--- config.mk ---
export PLATFORM = sky130hd
export DESIGN_NAME = arb_mux4_ctrl
export DESIGN_NICKNAME = d
export VERILOG_FILES = /design/src/rtl/arb_mux4_ctrl.sv
export SDC_FILE = /design/constraint.sdc
export NUM_CORES = 1
export LEC_CHECK = 0
export ABC_AREA = 1
export BUFFER_PORTS_ARGS = -buffer_cell sky130_fd_sc_hd__buf_2
export CAP_MARGIN = 20
export CORE_AREA = 2 2 62 64
export CTS_CLUSTER_SIZE = 16
export DETAILED_ROUTE_END_ITERATION = 8
export DIE_AREA = 0 0 64 66
export PLACE_DENSITY_LB_ADDON = 0.1
export SYNTH_ARGS = -nofsm -noshare
export SYNTH_HDL_FRONTEND = slang
export SYNTH_SLANG_ARGS = --single-unit
--- constraint.sdc ---
create_clock -name clk_i -period 3.8 [get_ports clk_i]
set_input_delay 0.38 -clock clk_i [delete_from_list [all_inputs] [get_ports clk_i]]
set_output_delay 0.38 -clock clk_i [all_outputs]
set_load 0.1 [all_outputs]
--- src/rtl/arb_mux4_ctrl.sv ---
// -----------------------------------------------------------------------------
// arb_mux4_ctrl
// Round-robin arbiter that steers an external 4:1 datapath mux and captures
// the selected word into a one-deep output register with valid/ready flow
// control. A new word may be captured every cycle (consume + capture at the
// same edge), so throughput is one word per clock.
//
// Ports
//   clk_i      in   1   system clock, all state on the rising edge
//   rst_i      in   1   synchronous active-low reset
//   req_i      in   4   per-requester request, bit n = requester n
//   gnt_o      out  4   one-hot grant, combinational; high = data captured now
//   select_o   out  2   select for the external mux (n routes requester n)
//   mux_data_i in  32   external mux output returned to this block
//   data_o     out 32   registered output word
//   valid_o    out  1   data_o holds an unconsumed word
//   ready_i    in   1   downstream accepts data_o when valid_o && ready_i
// -----------------------------------------------------------------------------
module arb_mux4_ctrl (
    input  logic        clk_i,
    input  logic        rst_i,
    input  logic [3:0]  req_i,
    output logic [3:0]  gnt_o,
    output logic [1:0]  select_o,
    input  logic [31:0] mux_data_i,
    output logic [31:0] data_o,
    output logic        valid_o,
    input  logic        ready_i
);

    typedef enum logic {
        ST_IDLE = 1'b0,
        ST_BUSY = 1'b1
    } state_t;

    state_t      state_q, state_d;
    logic [31:0] data_q, data_d;
    logic [1:0]  last_sel_q, last_sel_d;
    logic [1:0]  ptr_q, ptr_d;

    logic [1:0]  winner_s;
    logic        found_s;
    logic        load_s;

    // Round-robin search: first requester at or after ptr, wrapping mod 4.
    always_comb begin
        logic [1:0] idx_v;
        winner_s = 2'd0;
        found_s  = 1'b0;
        idx_v    = 2'd0;
        for (int i = 0; i < 4; i++) begin
            idx_v = ptr_q + 2'(i);
            if (!found_s && req_i[idx_v]) begin
                winner_s = idx_v;
                found_s  = 1'b1;
            end else begin
                found_s  = found_s;
            end
        end
    end

    // A capture happens when the output slot is free or being drained this
    // cycle; gating with rst_i keeps grants quiet while reset is held.
    always_comb begin
        load_s = rst_i & ((state_q == ST_IDLE) | ready_i) & found_s;
    end

    // Next-state and datapath update.
    always_comb begin
        state_d    = state_q;
        data_d     = data_q;
        last_sel_d = last_sel_q;
        ptr_d      = ptr_q;
        if (load_s) begin
            state_d    = ST_BUSY;
            data_d     = mux_data_i;
            last_sel_d = winner_s;
            ptr_d      = winner_s + 2'd1;
        end else begin
            case (state_q)
                ST_IDLE: state_d = ST_IDLE;
                ST_BUSY: begin
                    if (ready_i) begin
                        state_d = ST_IDLE;
                    end else begin
                        state_d = ST_BUSY;
                    end
                end
                default: state_d = ST_IDLE;
            endcase
        end
    end

    // State register with synchronous active-low reset.
    always_ff @(posedge clk_i) begin
        if (!rst_i) begin
            state_q    <= ST_IDLE;
            data_q     <= 32'd0;
            last_sel_q <= 2'd0;
            ptr_q      <= 2'd0;
        end else begin
            state_q    <= state_d;
            data_q     <= data_d;
            last_sel_q <= last_sel_d;
            ptr_q      <= ptr_d;
        end
    end

    // Grant/select outputs; select parks on the last winner when idle or
    // stalled so the external mux does not toggle needlessly.
    always_comb begin
        gnt_o    = 4'b0000;
        select_o = last_sel_q;
        if (!rst_i) begin
            select_o = 2'd0;
        end else if (load_s) begin
            gnt_o    = 4'b0001 << winner_s;
            select_o = winner_s;
        end else begin
            select_o = last_sel_q;
        end
    end

    assign data_o  = data_q;
    assign valid_o = (state_q == ST_BUSY);

endmodule
Word level (Yosys, flattened, before mapping)
Index checks and enable logic that the tools add are counted.
{"block": "classes", "magnitude_cmp": 4, "bitwise_logic": 4, "shift": 1, "add_sub_neg": 4, "mux": 23, "reduce_logical": 6}
{"op": "2-bit by 3-bit < comparator with 1-bit output, second input constant", "count": 4}
{"op": "2-bit two-way mux", "count": 6}
{"op": "1-bit two-way mux", "count": 10}
{"op": "1-bit binary-select mux with 2-bit select", "count": 4}
{"op": "4-bit two-way mux", "count": 2}
{"op": "2-bit by 1-bit adder with 2-bit output, second input constant", "count": 2}
{"op": "2-bit adder, second input constant", "count": 2}
{"op": "1-bit by 2-bit left shift with 4-bit output, first input constant", "count": 1}
{"op": "1-bit logical AND", "count": 3}
{"op": "1-bit logical NOT", "count": 3}
{"op": "1-bit bitwise AND", "count": 2}
{"op": "1-bit one-hot mux with 2 select lines", "count": 1}
{"op": "1-bit inverter", "count": 1}
{"op": "1-bit bitwise OR", "count": 1}
{"block": "totals", "reg_bits": 37, "inputBits": 39, "out_inout_bits": 39, "wordCells": 46}

Depth between registers and ports, before layout
Gate-level depths: netlist (run 1).
{"block": "logic_depth", "depth_word": 15, "ltp_mapped": 14, "depth_no_buf": 13}

Worst setup path before layout (run 1)
No wires, ideal clock.
{"block": "synth_path", "path_type": "register -> output", "start": "reg state_q, in the netlist valid_o", "end": "out select_o[1]", "path_stages_with_launch": 7, "n_path_buf": 0, "arrival_ns": 2.878, "required_ns": 3.420, "setup_slack_ns": 0.542, "path_cell_list": "dfxtp_1 > inv_1 > nor2_1 > nor2_1 > nand2_4 > nand2_1 > a21oi_1"}
{"block": "synth_via", "elab_chain_cells": 6}
{"element": "start: declaration", "line": "36", "source": "state_t state_q, state_d;"}
{"element": "start signal: assignment", "line": "102", "source": "state_q <= state_d;"}
{"element": "1-bit inverter", "line": "65", "source": "load_s = rst_i & ((state_q == ST_IDLE) | ready_i) & found_s;"}
{"element": "1-bit bitwise OR", "line": "65"}
{"element": "1-bit bitwise AND (2 in series)", "line": "65"}
{"element": "2-bit two-way mux", "line": "116", "source": "end else if (load_s) begin"}
{"element": "2-bit two-way mux", "line": "114", "source": "if (!rst_i) begin"}
{"element": "end: declaration", "line": "24", "source": "output logic [1:0] select_o,"}
No other way between the ends.

Worst setup path after layout (run 1)
{"block": "layout_path", "start": "reg ptr_q[0]", "end": "out select_o[1]"}
{"block": "layout_via", "elab_chain_cells": 15, "word_cells_on_any_way": 28, "classes_between": "add/sub: 3; mux: 18; bitwise: 1; reduce/logical: 6"}
{"element": "start: declaration", "line": "39", "source": "logic [1:0] ptr_q, ptr_d;"}
{"element": "start signal: assignment", "line": "105", "source": "ptr_q <= ptr_d;"}
{"element": "branches (longest 13 deep; another with 2-bit by 1-bit adder with 2-bit output)"}
{"element": "2-bit two-way mux (*)", "line": "116"}
{"element": "2-bit two-way mux (*)", "line": "114"}
Mark *: on every way between the ends. The select of a mux whose other input is x is not followed.

==> results of run 1 <==
[layout make-up]
type | count | area, um^2
tap | 48 | 60.1
clock buffer | 6 | 41.3
fill | 376 | 1460
sequential | 37 | 741
clock inverter | 2 | 15.0
multi-input combinational | 167 | 767
inverter | 19 | 71.3
timing repair buffer | 79 | 400
[worst min-delay path, cell delays in order]
cell     delay (ns)
buf_2          0.07
nand2_1        0.04
nand2_1        0.05
[worst min-delay path by stage]
| stage | startpoint | end | slack, ns | depth (start not counted) |
|---|---|---|---|---|
| after CTS | mux_data_i[27] | data_o[27]$_SDFFE_PN0N_ | 0.21 | 3 |
| after global placement | data_o[9]$_SDFFE_PN0N_ | data_o[9]$_SDFFE_PN0N_ | 0.45 | 2 |
| final | mux_data_i[3] | data_o[3]$_SDFFE_PN0N_ | 0.23 | 3 |
| after global routing | mux_data_i[23] | data_o[23]$_SDFFE_PN0N_ | 0.21 | 3 |
| after detailed placement | data_o[13]$_SDFFE_PN0N_ | data_o[13]$_SDFFE_PN0N_ | 0.45 | 2 |
| after floorplan | mux_data_i[7] | data_o[7]$_SDFFE_PN0N_ | 0.49 | 2 |
[kinds of logic after synthesis]
family	Yosys count	synth area share, %
and+or+nand+nor	161	43.8
DFF	37	44.6
buffers and inverters	31	9.26
AOI/OAI and AO/OA	6	2.33
[synth_stat cells]
library cell  number  share of area (%)
nand3_2            4                2.4
clkbuf_1           4               0.90
inv_2              3               0.68
nand2_4            2                1.4
nand2_2            3                1.1
dfxtp_1           37                 45
nand3_1           44                 13
a31oi_1            1               0.38
nand2_1          100                 23
nor2_8             1                1.2
buf_6              4                2.7
nand4_1            1               0.38
buf_4              1               0.45
o21ai_0            2               0.60
o31ai_2            1               0.75
inv_1             16                3.6
and2_1             1               0.38
a21oi_1            2               0.60
buf_2              3               0.90
nor2_1             5                1.1
[sequential cells by signal, indices dropped and copies added (netlist names)]
name and count:
data_o 32, valid_o 1, ptr_q 2, last_sel_q 2
[through the flow]
step	instance area, um^2	hold WS, ns	utilization, %	cells	setup slack, ns
after detailed placement	2040	0.454	57.4	350	0.833
after floorplan	1660	0.491	-	235	0.542
after CTS	2100	0.214	59.0	358	0.444
after global placement	2040	0.450	57.4	350	0.889
after global routing	2100	0.211	59.0	358	0.103
final	2100	0.227	59.0	358	0.441
[metal layers]
| layer | routed length [um] | track usage [%] | share of wire [%] |
|---|---|---|---|
| met5 | 0 | 0 | 0 |
| met4 | 46 | 7.07 | 1.2 |
| met3 | 290 | 6.13 | 7.8 |
| met2 | 1790 | 32.9 | 48 |
| met1 | 1620 | 22.6 | 43 |
==> flow_summary.json, run 1 <==
{
  "antenna_found_initial": 0,
  "maxSlewHeadroom_pct": 67.0,
  "synth_seq_area_share_pct": 44.6,
  "crit_family": "buffers and inverters",
  "synth_area_um2": 1660,
  "critPathArrivalTime_ns": 2.98,
  "period_share_pct": 88.4,
  "critPathRequiredTime_ns": 3.42,
  "core_region_area_um2": 3550,
  "wl_mm": 3.74,
  "crit_type": "reg -> out",
  "num_rows": 22,
  "fin_skew_ns": 0.00609,
  "hp-class": "in -> reg",
  "cts_buffer_depth": 2,
  "cts_hold_buf": 0,
  "max_freq_mhz": 298,
  "yosysUniqueCellTypes": 20,
  "worst_setup_path_end_kind": "output pin",
  "cts_buffers": 5,
  "grt_max_degree": 37,
  "syn2layout_area_growth_pct": 26.1,
  "r2r-end": "data_o[26]$_SDFFE_PN0N_",
  "final.setup.tns_ns": 0,
  "grt_pass1_vias": 1525,
  "r2r_slack_ns": 1.38,
  "hpwlAfterDp_mm": 2.71,
  "cts_resized": 0,
  "crit_fanout": 36,
  "outcome": "complete, no violations",
  "portBuffers": 77,
  "drt_iter0_drc": 108,
  "rsz0062_at_grt": "no",
  "drt-wirelength-per-cell_um": 10.4,
  "r2r_cells": 12,
  "cp.depth": 10,
  "cts_root_buffer": "clkbuf_4",
  "crit_buf_inv": 3,
  "hold_viol": 0,
  "cts.sinks": 37,
  "min_period_ns": 3.36,
  "first_pass_iters": 5,
  "crit_end": "select_o[1]",
  "cpMaxStageDelayCell": "dfxtp_1",
  "final_net_count": 348,
  "dieHeight_um": 66,
  "ios": 78,
  "startpoint_type": "flip-flop",
  "drv_cap": 0,
  "clk_pin_slew_ns": 0.12,
  "avgSynthCellArea_um2": 7.07,
  "die_area_um2": 4220,
  "maxSlewViolCount": 0,
  "r2r_start": "ptr_q[0]$_SDFFE_PN0N_",
  "post_cts_buffers": 0,
  "synth-seq-cells": 37,
  "startpoint": "ptr_q[0]$_SDFFE_PN0N_",
  "final_antenna_net_count": 0,
  "cts_tree": "done",
  "drive_gt1_share_pct": 32.3,
  "grt_use_total_pct": 19.3,
  "final_cell_mix": "100 x nand2_1, 77 x buf_2, 44 x nand3_1",
  "drcViolationCount": 0,
  "grt-ovfl-total": 0,
  "finalSetupViolCount": 0,
  "synthCells": 235,
  "clkLatencyLatePin_ns": 0.33,
  "grt_pass1_wl_mm": 6.43,
  "cp_cell_sequence": "inv_2, nand2_1, nand3_1, and2_1, nand3_2, nand2_4, inv_2, nand2_1, a21oi_1, buf_2",
  "final_common_cell": "nand2_1",
  "critPathMaxStageDelay_ns": 0.60,
  "syn-num-nets": 274,
  "gp_congestion": 0.914,
  "synth_warnings": 0,
  "viasPerCell": 4.69,
  "die_w_um": 64,
  "tightest_slew_ns": 0.499,
  "h-tree-depth": 2,
  "dr_total_vias": 1680,
  "start_util_pct": 46.8,
  "n_antenna_cell": 0
}
Power of run 1 is left out: the tool's default activity adds up to more than one toggle a clock period on the data nets, which glitch-free logic cannot reach.
==> run 2: changes to the inputs <==
- CAP_MARGIN: 20 -> 0
- clock period: 3.8 -> 4.22 ns (I/O delays scaled with it)
==> flow_summary.json, run 2 (same netlist as run 1, synthesis figures left out) <==
{
  "startpoint_type": "flip-flop",
  "r2r-end": "ptr_q[1]$_SDFFE_PN0N_",
  "grt_pass1_vias": 1517,
  "hpwlAfterDp_mm": 2.69,
  "seqCellArea_um2": 741,
  "cts_hold_buf": 0,
  "period_share_pct": 84.4,
  "critPathArrivalTime_ns": 3.14,
  "drive_gt1_share_pct": 32.0,
  "drv_cap": 0,
  "clk_pin_slew_ns": 0.11,
  "first_pass_iters": 4,
  "r2r_start": "ptr_q[0]$_SDFFE_PN0N_",
  "whs_path_depth": 3,
  "die_area_um2": 4220,
  "dieHeight_um": 66,
  "largest_reg_flops": 32,
  "final_cell_mix": "100 x nand2_1, 77 x buf_2, 44 x nand3_1",
  "n_antenna_cell": 0,
  "cts.sinks": 37,
  "wl_mm": 3.76,
  "holdPathEnd": "data_o[3]$_SDFFE_PN0N_",
  "crit_buf_inv": 3,
  "maxSlewHeadroom_pct": 59.8,
  "cts_tree": "done",
  "final_antenna_net_count": 0,
  "grt_use_total_pct": 19.3,
  "cts_root_buffer": "clkbuf_4",
  "cts_buffer_depth": 2,
  "hold_viol": 0,
  "worst_setup_path_end_kind": "output pin",
  "crit_fanout": 38,
  "post_cts_buffers": 0,
  "num_rows": 22,
  "crit_type": "reg -> out",
  "fin_skew_ns": 0.00665,
  "hp-start": "mux_data_i[3]",
  "multi_input_area_um2": 767,
  "drt_iter0_drc": 108,
  "cp_cell_sequence": "inv_2, nand2_1, nand3_1, and2_1, nand3_2, nand2_4, inv_2, nand2_1, a21oi_1, buf_2",
  "rsz0062_at_grt": "no",
  "finalSetupViolCount": 0,
  "grt_pass1_wl_mm": 6.41,
  "drt-wirelength-per-cell_um": 10.5,
  "critPathRequiredTime_ns": 3.80,
  "final_common_cell": "nand2_1",
  "dr_total_vias": 1671,
  "max_freq_mhz": 281,
  "drcViolationCount": 0,
  "nFillCells": 341,
  "cts_resized": 0,
  "portBuffers": 77,
  "final_net_count": 347,
  "clkLatencyLatePin_ns": 0.33,
  "grt-ovfl-total": 0,
  "crit_family": "buffers and inverters",
  "core_region_area_um2": 3550,
  "viasPerCell": 4.68,
  "h-tree-depth": 2,
  "die_w_um": 64,
  "maxSlewViolCount": 0,
  "tightest_slew_ns": 0.602,
  "min_period_ns": 3.56,
  "critPathMaxStageDelay_ns": 0.58,
  "syn2layout_area_growth_pct": 27.4,
  "cpMaxStageDelayCell": "dfxtp_1",
  "outcome": "complete, no violations",
  "antenna_found_initial": 0,
  "r2r_cells": 11,
  "cts_buffers": 5,
  "hp-class": "in -> reg",
  "final.setup.tns_ns": 0,
  "grt_max_degree": 39,
  "gp_congestion": 0.898,
  "ios": 78,
  "r2r_slack_ns": 1.71,
  "start_util_pct": 46.8
}
==> run 2: changes by cell type in the layout (fill, tap and decap cells not counted), sizes merged <==
cell / previous run / this run
buf: 79 / 78
clkbuf: 6 / 7
bufinv: 0 / 1
clkinvlp: 2 / 0
==> run 2: metal layers <==
layer / part of all wire (%) / vias up / track usage, %
met5: 0 / - / 0
met4: 1.8 / 0 / 8.15
met3: 6.9 / 7 / 5.62
met2: 48 / 49 / 34.2
met1: 43 / 734 / 21.5
li1: - / 881 / -
==> run 2: worst max path at each step <==
stage / startpoint / to / cells after the start
floorplan: valid_o$_SDFF_PN0_ / select_o[1] / 6
global placement: ptr_q[0]$_SDFFE_PN0N_ / gnt_o[0] / 10
detailed placement: ptr_q[0]$_SDFFE_PN0N_ / select_o[1] / 10
finish: ptr_q[0]$_SDFFE_PN0N_ / select_o[1] / 10
CTS: ptr_q[0]$_SDFFE_PN0N_ / select_o[1] / 10
global route: ptr_q[0]$_SDFFE_PN0N_ / select_o[1] / 10
==> run 2: final cells by class <==
type,instances,area share [%]
multi-input combinational,167,36.2
inverter,19,3.37
clock inverter,1,1.42
tap,48,2.84
clock buffer,7,2.60
sequential,37,35.0
timing repair buffer,78,18.6
==> run 2: through the flow <==
step           hold slack (ns)  instance area [um^2]  setup slack [ns]  instances  util, %
5_1_grt                  0.258                  2120             0.280        357     59.6
3_3_place_gp             0.452                  2030              1.11        349     57.2
6_report                 0.269                  2120             0.659        357     59.6
2_1_floorplan            0.531                  1660             0.920        235        -
3_5_place_dp             0.454                  2030              1.00        349     57.2
4_1_cts                  0.253                  2120             0.595        357     59.6
==> run 2: tightest hold or removal path, delay by kind of cell <==
family                 cells  cell delay [ns]
and+or+nand+nor            2             0.09
buffers and inverters      1             0.07
Power of run 2 is left out for the same reason.
